<file path="config.mk">
export PLATFORM = sky130hd
export DESIGN_NAME = cellift_mem_taint_monitor
export DESIGN_NICKNAME = d
export VERILOG_FILES = /design/src/rtl/cellift_mon_pkg.sv /design/src/rtl/cellift_mon_chan.sv /design/src/rtl/cellift_mem_taint_monitor.sv
export SDC_FILE = /design/constraint.sdc
export NUM_CORES = 1
export LEC_CHECK = 0
export ABC_CLOCK_PERIOD_IN_PS = 2840
export CORE_AREA = 2 2 169 171
export DETAILED_ROUTE_END_ITERATION = 6
export DIE_AREA = 0 0 171 173
export PLACE_DENSITY = 0.73
export SLEW_MARGIN = 20
export SYNTH_ARGS = -nofsm -noshare
export SYNTH_HDL_FRONTEND = slang
export SYNTH_SLANG_ARGS = --single-unit
</file>
<file path="constraint.sdc">
create_clock -name clk_i -period 2.84 [get_ports clk_i]
set_input_delay 0.71 -clock clk_i [delete_from_list [all_inputs] [get_ports clk_i]]
set_output_delay 0.71 -clock clk_i [all_outputs]
set_load 0.005 [all_outputs]
</file>
<file path="src/rtl/cellift_mon_pkg.sv">
// Shared types and helpers for the CellIFT memory taint monitor.
//   addr_t     : container wide enough for any supported word address
//   data_t     : default-width data word
//   cnt_t      : default-width counter
//   chan_vec_t : container for a per-channel bit vector
//   popcount   : number of set bits in a channel vector
//   in_window  : inclusive unsigned window test (lo > hi is an empty window)
package cellift_mon_pkg;

  localparam int unsigned MaxChannels  = 32;
  localparam int unsigned MaxAddrWidth = 32;
  localparam int unsigned DefDataWidth = 32;
  localparam int unsigned DefCntWidth  = 32;

  typedef logic [MaxAddrWidth-1:0] addr_t;
  typedef logic [DefDataWidth-1:0] data_t;
  typedef logic [DefCntWidth-1:0]  cnt_t;
  typedef logic [MaxChannels-1:0]  chan_vec_t;

  function automatic int unsigned popcount(input chan_vec_t v);
    int unsigned n;
    n = 0;
    for (int i = 0; i < int'(MaxChannels); i++) begin
      if (v[i]) n++;
    end
    return n;
  endfunction

  function automatic logic in_window(input addr_t addr, input addr_t lo, input addr_t hi);
    return (lo <= hi) && (addr >= lo) && (addr <= hi);
  endfunction

endpackage

</file>
<file path="src/rtl/cellift_mon_chan.sv">
// One memory channel of the taint monitor.
//   Registers the read response (rvalid one cycle after a granted read),
//   captures the injected taint for that response, tracks the
//   inject-once flag, and flags a leak event combinationally (evt).
// Ports: core request/taint signals, memory grant, injection config,
//   mon_clear, rvalid/rdata_t0 (registered) and evt (to the top counters).
module cellift_mon_chan
  import cellift_mon_pkg::*;
#(
  parameter int unsigned AddrWidth = 15,
  parameter int unsigned DataWidth = 32
) (
  input  logic                 clk_i,
  input  logic                 rst_ni,
  input  logic                 req,
  input  logic                 we,
  input  logic [AddrWidth-1:0] addr,
  input  logic                 gnt,
  input  logic                 req_t0,
  input  logic                 we_t0,
  input  logic [AddrWidth-1:0] addr_t0,
  input  logic [DataWidth-1:0] wdata_t0,
  input  logic [DataWidth-1:0] strb_t0,
  input  logic                 inj_en,
  input  logic                 inj_once,
  input  logic [AddrWidth-1:0] inj_lo,
  input  logic [AddrWidth-1:0] inj_hi,
  input  logic [DataWidth-1:0] inj_mask,
  input  logic                 mon_clear,
  output logic                 rvalid,
  output logic [DataWidth-1:0] rdata_t0,
  output logic                 evt
);

  logic                 accept_rd;
  logic                 hit;
  logic                 done_q;
  logic                 done_eff;
  logic                 inject;
  logic                 rvalid_q;
  logic [DataWidth-1:0] rdata_q;

  assign accept_rd = req & gnt & ~we;
  assign hit       = in_window(addr_t'(addr), addr_t'(inj_lo), addr_t'(inj_hi));
  // A clear in the same cycle as a read re-arms before the read is judged.
  assign done_eff  = done_q & ~mon_clear;
  assign inject    = accept_rd & hit & inj_en & (~inj_once | ~done_eff);

  assign evt = req_t0 | (req & (we_t0 | (|addr_t0) | (we & ((|wdata_t0) | (|strb_t0)))));

  always_ff @(posedge clk_i or negedge rst_ni) begin
    if (!rst_ni) begin
      rvalid_q <= 1'b0;
      rdata_q  <= '0;
      done_q   <= 1'b0;
    end else begin
      rvalid_q <= accept_rd;
      rdata_q  <= inject ? inj_mask : '0;
      done_q   <= inject | done_eff;
    end
  end

  assign rvalid   = rvalid_q;
  assign rdata_t0 = rdata_q;

endmodule

</file>
<file path="src/rtl/cellift_mem_taint_monitor.sv">
// Taint-injection and leakage-monitor shim for N CellIFT memory channels.
//   ch_*_i        : core-side requests, taints and memory grant
//   ch_rvalid_o   : read response valid, one cycle after each granted read
//   ch_rdata_t0_o : injected read-data taint
//   inj_*_i       : injection enable / once mode / window / mask
//   mon_clear_i   : clears monitor state (events in the same cycle still count)
//   leak_*_o, event_cnt_o, first_cycle_o, first_ch_o : leak accounting
//   cycle_o       : free-running saturating cycle counter
module cellift_mem_taint_monitor
  import cellift_mon_pkg::*;
#(
  parameter int unsigned NumChannels = 2,
  parameter int unsigned AddrWidth   = 15,
  parameter int unsigned DataWidth   = 32,
  parameter int unsigned CntWidth    = 32,
  localparam int unsigned ChIdxWidth = (NumChannels > 1) ? $clog2(NumChannels) : 1
) (
  input  logic                             clk_i,
  input  logic                             rst_ni,
  input  logic [NumChannels-1:0]           ch_req_i,
  input  logic [NumChannels-1:0]           ch_we_i,
  input  logic [NumChannels*AddrWidth-1:0] ch_addr_i,
  input  logic [NumChannels-1:0]           ch_req_t0_i,
  input  logic [NumChannels-1:0]           ch_we_t0_i,
  input  logic [NumChannels*AddrWidth-1:0] ch_addr_t0_i,
  input  logic [NumChannels*DataWidth-1:0] ch_wdata_t0_i,
  input  logic [NumChannels*DataWidth-1:0] ch_strb_t0_i,
  input  logic [NumChannels-1:0]           ch_gnt_i,
  output logic [NumChannels-1:0]           ch_rvalid_o,
  output logic [NumChannels*DataWidth-1:0] ch_rdata_t0_o,
  input  logic                             inj_en_i,
  input  logic                             inj_once_i,
  input  logic [AddrWidth-1:0]             inj_lo_i,
  input  logic [AddrWidth-1:0]             inj_hi_i,
  input  logic [DataWidth-1:0]             inj_mask_i,
  input  logic                             mon_clear_i,
  output logic [NumChannels-1:0]           leak_sticky_o,
  output logic                             leak_any_o,
  output logic [CntWidth-1:0]              event_cnt_o,
  output logic [CntWidth-1:0]              first_cycle_o,
  output logic [ChIdxWidth-1:0]            first_ch_o,
  output logic [CntWidth-1:0]              cycle_o
);

  logic [NumChannels-1:0] evt;

  for (genvar g = 0; g < NumChannels; g++) begin : g_chan
    cellift_mon_chan #(
      .AddrWidth(AddrWidth),
      .DataWidth(DataWidth)
    ) u_chan (
      .clk_i    (clk_i),
      .rst_ni   (rst_ni),
      .req      (ch_req_i[g]),
      .we       (ch_we_i[g]),
      .addr     (ch_addr_i[g*AddrWidth +: AddrWidth]),
      .gnt      (ch_gnt_i[g]),
      .req_t0   (ch_req_t0_i[g]),
      .we_t0    (ch_we_t0_i[g]),
      .addr_t0  (ch_addr_t0_i[g*AddrWidth +: AddrWidth]),
      .wdata_t0 (ch_wdata_t0_i[g*DataWidth +: DataWidth]),
      .strb_t0  (ch_strb_t0_i[g*DataWidth +: DataWidth]),
      .inj_en   (inj_en_i),
      .inj_once (inj_once_i),
      .inj_lo   (inj_lo_i),
      .inj_hi   (inj_hi_i),
      .inj_mask (inj_mask_i),
      .mon_clear(mon_clear_i),
      .rvalid   (ch_rvalid_o[g]),
      .rdata_t0 (ch_rdata_t0_o[g*DataWidth +: DataWidth]),
      .evt      (evt[g])
    );
  end

  logic [NumChannels-1:0] sticky_q;
  logic [CntWidth-1:0]    event_cnt_q;
  logic [CntWidth-1:0]    first_cycle_q;
  logic [ChIdxWidth-1:0]  first_ch_q;
  logic [CntWidth-1:0]    cycle_q;

  int unsigned            evt_pop;
  logic [ChIdxWidth-1:0]  first_idx;
  logic [CntWidth-1:0]    base_cnt;
  logic [CntWidth:0]      cnt_sum;
  logic [CntWidth-1:0]    cnt_sat;

  always_comb begin
    evt_pop   = popcount(chan_vec_t'(evt));
    first_idx = '0;
    for (int i = int'(NumChannels) - 1; i >= 0; i--) begin
      if (evt[i]) first_idx = ChIdxWidth'(i);
    end
    // The clear takes effect before this cycle's events are counted.
    base_cnt = mon_clear_i ? '0 : event_cnt_q;
    cnt_sum  = {1'b0, base_cnt} + (CntWidth+1)'(evt_pop);
    cnt_sat  = cnt_sum[CntWidth] ? '1 : cnt_sum[CntWidth-1:0];
  end

  always_ff @(posedge clk_i or negedge rst_ni) begin
    if (!rst_ni) begin
      sticky_q      <= '0;
      event_cnt_q   <= '0;
      first_cycle_q <= '0;
      first_ch_q    <= '0;
      cycle_q       <= '0;
    end else begin
      cycle_q <= (cycle_q == '1) ? cycle_q : cycle_q + CntWidth'(1);
      if (|evt) begin
        sticky_q    <= (mon_clear_i ? '0 : sticky_q) | evt;
        event_cnt_q <= cnt_sat;
        if (base_cnt == '0) begin
          first_cycle_q <= cycle_q;
          first_ch_q    <= first_idx;
        end
      end else if (mon_clear_i) begin
        sticky_q      <= '0;
        event_cnt_q   <= '0;
        first_cycle_q <= '0;
        first_ch_q    <= '0;
      end
    end
  end

  assign leak_sticky_o = sticky_q;
  assign leak_any_o    = |sticky_q;
  assign event_cnt_o   = event_cnt_q;
  assign first_cycle_o = first_cycle_q;
  assign first_ch_o    = first_ch_q;
  assign cycle_o       = cycle_q;

endmodule

</file>
==> impl_metrics.toml, run 1 <==
[die]
io_pins = 431
die_area_sq_mm = 0.02958
initial_core_util_pct = 32.00
die_height_um = 173
die_x_um = 171
std_cell_rows = 61
coreArea_sq_mm = 0.02763

[clocking]
root_buffer = "clkbuf_16"
path_clk_slew_ps = 70
cts-htree-levels = 4
cts_tree = "built"
cts.sinks = 167
hold_buffers = 0
cts_buffers = 17
cts_max_path_buffers = 2
clock_latency_ps = 430

[drt]
num_vias = 8926
wl_met3_um = 2370
drt_iter0_drc = 422
drc = 0
first_pass_iters = 5
dr_wl_met2_um = 15220
wire_per_inst_um = 17.92
via_per_inst = 4.910
wl_met1_um = 14340
top_layer = "met5"
drtAntennaViolNets = 0
wl_um = 32590

[yosys]
ys_ff_latch = 167
synth-edff-count = 0
synth.avg_cell_area_sq_um = 9.956
synth_ff_type = "dfrtp_1"
ys_seq_area_share_pct = 47.27
yosysMostFrequentCell = "dfrtp_1"
synth_common_cells = "dfrtp_1, nand2_1, ha_1"
synth_nets = 1235
synthTopCellsByArea = "dfrtp_1, ha_1, nor4_1"
synth_top_area_share_pct = 47.27
synthCells = 888
synth_area_sq_mm = 0.008841
synthArstFlopShare_pct = 100.0
yosys_warnings = 0
synth_top_area_cell = "dfrtp_1"
synth_cell_type_count = 59

[setup_path]
path_delay_family = "simple AND/OR/NAND/NOR gates"
slowest_stage = "o41ai_2"
worstPathMaxFanout = 5
cp.required_ps = 3190
start_kind = "primary input"
max_stage_delay_ps = 320
path_buf_inv = 4
path_cells = "clkdlybuf4s15_1 > nor4_2 > nand4_1 > o41ai_2 > nand2_1 > a21oi_2 > inv_2 > ha_4 > ha_4 > buf_6 > fa_2 > nand3b_1 > nor4_4 > nand2_1 > or2_4 > buf_6 > nor2_4 > mux2i_1"
end_kind = "flip-flop"
cp.arrival_ps = 3910
critPathKind = "primary input to flip-flop"

[timing]
skew_ps = 16.46
period_share_pct = 125.2
rsz0062_at_grt = "true"
fin_crit_ps = 3557
drv_slew = 0
final.setup.worst_slack_ps = -716.7
fmax_mhz = 281.2
finalSetupViolations = 32
hold_viol = 0
relSlewSlack_pct = 65.70
tightest_slew_ps = 509.9

[hold_path]
hold_class = "primary input to async pin"

[global_route]
grt_overflow_total = 0
grt.total_usage_pct = 22.18
grt_pass1_wl_um = 51090
grt_pass1_vias = 9212
antenna_found_initial = 4
grt_max_degree = 54

[placement]
post-place-cells = 1774
port_buffers = 430
dp_hpwl_um = 25980
gp_congestion = 0.9140

[power]
leakagePower_nw = 6.824
power.density_mw_per_mm2 = 391.0
ir_drop_v = 0.0002900

[final_layout]
drive_gt1_share_pct = 22.27
finalNetCount = 1771
num-fill-cells = 2436
multiInputGateArea_sq_mm = 0.004967
utilization_pct = 55.80
layoutNonFillerInstCount = 1818
regArea_sq_mm = 0.004179
syn_to_final_growth_pct = 74.37

[outcome]
status = "finished with violations"
failed_checks = "negative setup slack"

[job]
maxCapViolCount = 0
[stage by stage]
stage          hold slack (ps)  total power, mW  cell area, sq um  setup TNS, ps  setup slack (ps)
3_3_place_gp             482.9            3.750             14600         -96010             -1583
2_1_floorplan            414.4            2.908              9011         -25170            -902.4
5_1_grt                  252.0            6.314             15410         -25020            -864.0
4_1_cts                  240.0            6.075             15310         -19290            -711.2
3_5_place_dp             483.1            3.771             14600         -96840             -1618
6_report                 230.9            6.028             15420         -20860            -716.7
[layout make-up]
type / instances / share of cell area, %
repair buffers: 544 / 32.49
multi-input cells: 646 / 32.22
flip-flops and latches: 167 / 27.11
well taps: 378 / 3.068
clock buffers: 18 / 2.849
inverters: 48 / 1.169
clock inverters: 14 / 1.047
diodes: 3 / 0.04870
[cells in the final DEF (no fill, tap or decap), drive strengths merged, types with 34 or more instances in the layout]
master and instances:
inv 52, ha 81, dfrtp 167, nand2 86, nor4 54, clkdlybuf4s15 38, nor3 49, buf 187
nand4 36, xnor2 34, clkdlybuf4s50 292, nor2 72
[path summary, 6_finish.rpt]
kind / startpoint / depth (start not counted) / end / slack [ps]
max in group asynchronous: rst_ni / 2 / g_chan[0].u_chan.rdata_t0[16] / 1920
worst min-delay path: rst_ni / 1 / first_cycle_o[13] / 230
worst min register to register: first_cycle_o[15] / 1 / first_cycle_o[15] / 500
worst max register to register: event_cnt_o[0] / 11 / event_cnt_o[30] / 360
min in group clk_i: first_cycle_o[15] / 1 / first_cycle_o[15] / 500
worst max-delay path: ch_wdata_t0_i[50] / 18 / event_cnt_o[30] / -720
[power by group]
part	switching (mW)	total, mW	internal, mW	leakage (nW)
sequential	0.0433	2.47	2.42	2.29
combinational	0.572	1.26	0.684	4.24
clock	1.10	2.31	1.21	0.290
total	1.72	6.03	4.31	6.82
[timing repair]
item                                    in CTS  in global routing
endpoints found under the setup margin      65                128
buffers inserted                             8                  0
gates resized for setup                    438                 52
pin swaps                                   46                 28
cloned                                       2                  0
[state kept, by name, summed over array words and instances (netlist names)]
signal,cells
g_chan.u_chan.rdata_t0,64
g_chan.u_chan.done_q,2
cycle_o,32
first_cycle_o,32
first_ch_o,1
g_chan.u_chan.rvalid,2
event_cnt_o,32
leak_sticky_o,2
[metal layers]
metal,GRT usage (%),up-vias
met5,0,-
met4,6.391,2
met3,6.317,49
met2,34.78,305
met1,29.81,4278
li1,-,4292
[logic make-up (layout without fill, tap and decap cells)]
| logic type | count (synthesis) | in the layout | synth area share [%] |
|---|---|---|---|
| other | 0 | 3 | 0 |
| multiplexers | 5 | 5 | 0.5944 |
| AND/OR/NAND/NOR | 374 | 376 | 21.61 |
| XOR/XNOR | 57 | 57 | 5.647 |
| adder cells (fa/ha/maj) | 82 | 82 | 11.69 |
| buffers and inverters | 77 | 624 | 3.467 |
| AO/OA/AOI/OAI | 126 | 126 | 9.723 |
| flip-flops | 167 | 167 | 47.27 |
No activity file was read; power rests on OpenSTA's default activity.
==> inputs of run 2 (changes only) <==
--- a/config.mk
+++ b/config.mk
@@ -6,10 +6,10 @@
 export NUM_CORES = 1
 export LEC_CHECK = 0
 export ABC_CLOCK_PERIOD_IN_PS = 2840
-export CORE_AREA = 2 2 169 171
+export CORE_MARGIN = 10
+export CORE_UTILIZATION = 41
 export DETAILED_ROUTE_END_ITERATION = 6
-export DIE_AREA = 0 0 171 173
-export PLACE_DENSITY = 0.73
+export PLACE_DENSITY = 0.88
 export SLEW_MARGIN = 20
 export SYNTH_ARGS = -nofsm -noshare
 export SYNTH_HDL_FRONTEND = slang
==> impl_metrics.toml, run 2 (synthesis results as in run 1) <==
[outcome]
status = "finished with violations"
failed_checks = "negative setup slack"

[setup_path]
path_cells = "buf_8 > nor4_4 > nand4_1 > o41ai_2 > nand2_2 > a21oi_4 > inv_2 > ha_4 > ha_4 > a21oi_4 > or4_4 > or4_4 > or4_4 > nand3_2"
path_delay_family = "simple AND/OR/NAND/NOR gates"
rrSetupSlack_ps = 240
end_kind = "flip-flop"
cp.arrival_ps = 3980
worstPathMaxFanout = 5
worst_path_most_repeated_cell = "or4_4"
start_kind = "primary input"
path_buf_inv = 2
critPathKind = "primary input to flip-flop"
cp.required_ps = 3210
max_stage_delay_ps = 490
slowest_stage = "or4_4"

[placement]
gp_congestion = 1.009
dp_hpwl_um = 30740
port_buffers = 430

[die]
die_area_sq_mm = 0.02784
std_cell_rows = 53
initial_core_util_pct = 41.92
die_x_um = 166.8
coreArea_sq_mm = 0.02109
die_height_um = 166.8
io_pins = 431

[power]
ir_drop_v = 0.0004766
power.total_mw = 6.159
power.density_mw_per_mm2 = 397.9
leakagePower_nw = 6.969

[global_route]
grt.total_usage_pct = 26.60
grt_pass1_wl_um = 58890
grt_overflow_total = 0
grt_max_degree = 88
antenna_found_initial = 4
grt_pass1_vias = 9848

[final_layout]
largest_reg_flops = 64
syn_to_final_growth_pct = 75.09
drive_gt1_share_pct = 21.81
num-fill-cells = 1390
layout_commonest_cell = "clkdlybuf4s50_1"
finalNetCount = 1783
final_cell_mix = "clkdlybuf4s50_1, dfrtp_1, buf_4"
regArea_sq_mm = 0.004179
multiInputGateArea_sq_mm = 0.005002

[timing]
tns_ps = -22520
hold_viol = 0
fin_crit_ps = 3613
period_share_pct = 127.2
rsz0062_at_grt = "true"
fmax_mhz = 276.8
finalSetupViolations = 33
skew_ps = 15.83
drv_slew = 0
tightest_slew_ps = 481.1
relSlewSlack_pct = 67.64
final.setup.worst_slack_ps = -773.2

[drt]
drt_iter0_drc = 807
first_pass_iters = 5
num_vias = 9484
via_per_inst = 5.498
drc = 0
wl_um = 39150
drtAntennaViolNets = 0
wire_per_inst_um = 22.70

[clocking]
cts.sinks = 167
hold_buffers = 0
root_buffer = "clkbuf_16"
clock_latency_ps = 430
cts-htree-levels = 4
cts_buffers = 17
cts_tree = "built"
cts_max_path_buffers = 2
path_clk_slew_ps = 80

[hold_path]
hold_class = "primary input to async pin"

[job]
maxCapViolCount = 0
run 2: cell types whose count changed in the layout (fill, tap and decap cells not counted), moves of 7 or more:
cell           previous run  this run
dlygate4sd2_1            17        41
buf_2                    51        32
o21ai_2                   3        17
o21ai_1                  16         3
buf_6                    25        13
buf_4                   100       107
run 2: stage by stage:
stage / cell area (sq um) / instances / worst slack, ps / utilization (%) / hold slack (ps)
finish: 15480 / 1725 / -773.2 / 73.41 / 153.6
global route: 15480 / 1724 / -889.3 / 73.40 / 159.7
CTS: 15210 / 1717 / -747.1 / 72.12 / 155.2
detailed placement: 14520 / 1679 / -1734 / 68.87 / 476.5
global placement: 14520 / 1679 / -1712 / 68.87 / 477.9
floorplan: 9011 / 888 / -902.4 / - / 414.4
run 2: worst paths after layout:
check / cells past startpoint / start / end
max reg2reg: 7 / event_cnt_o[1] / event_cnt_o[23]
min in group clk_i: 1 / g_chan[1].u_chan.done_q / g_chan[1].u_chan.done_q
max in group asynchronous: 2 / rst_ni / g_chan[1].u_chan.rdata_t0[7]
min: 1 / rst_ni / first_cycle_o[17]
max: 14 / ch_strb_t0_i[14] / event_cnt_o[23]
min reg2reg: 1 / g_chan[1].u_chan.done_q / g_chan[1].u_chan.done_q
run 2: worst reg2reg max path, delay by kind of cell (launching register included):
| family | cells | cell delay (ps) |
|---|---|---|
| adder cells (fa/ha/maj) | 1 | 220 |
| AND/OR/NAND/NOR | 5 | 1860 |
| flip-flops | 1 | 420 |
| AO/OA/AOI/OAI | 1 | 50 |
run 2: metal layers:
metal | vias to the layer above | track usage, % | part of all wire, % | routed length, um
met4 | 4 | 6.071 | 1.9 | 728
li1 | 4328 | - | - | -
met3 | 65 | 8.237 | 8.8 | 3441
met2 | 468 | 44.40 | 49 | 19130
met1 | 4619 | 32.91 | 40 | 15820
met5 | - | 0 | 0.082 | 32
run 2: what timing repair did:
| item | in CTS | in global routing |
|---|---|---|
| gates cloned | 3 | 2 |
| buffers inserted | 6 | 6 |
| setup endpoints to repair | 91 | 113 |
| resized for setup | 320 | 91 |
| pin swaps | 38 | 25 |
run 2: final cells by class:
type | count | share of cell area (%)
antenna | 1 | 0.01617
sequential | 167 | 27.00
multi-input combinational | 647 | 32.32
inverter | 48 | 1.164
timing repair buffer | 555 | 33.42
tap | 275 | 2.223
clock buffer | 17 | 2.748
clock inverter | 15 | 1.115
run 2: power breakdown:
| group | switching (mW) | total (mW) | internal, mW |
|---|---|---|---|
| Combinational | 0.612 | 1.35 | 0.737 |
| Sequential | 0.0456 | 2.47 | 2.42 |
| Clock | 1.15 | 2.34 | 1.20 |
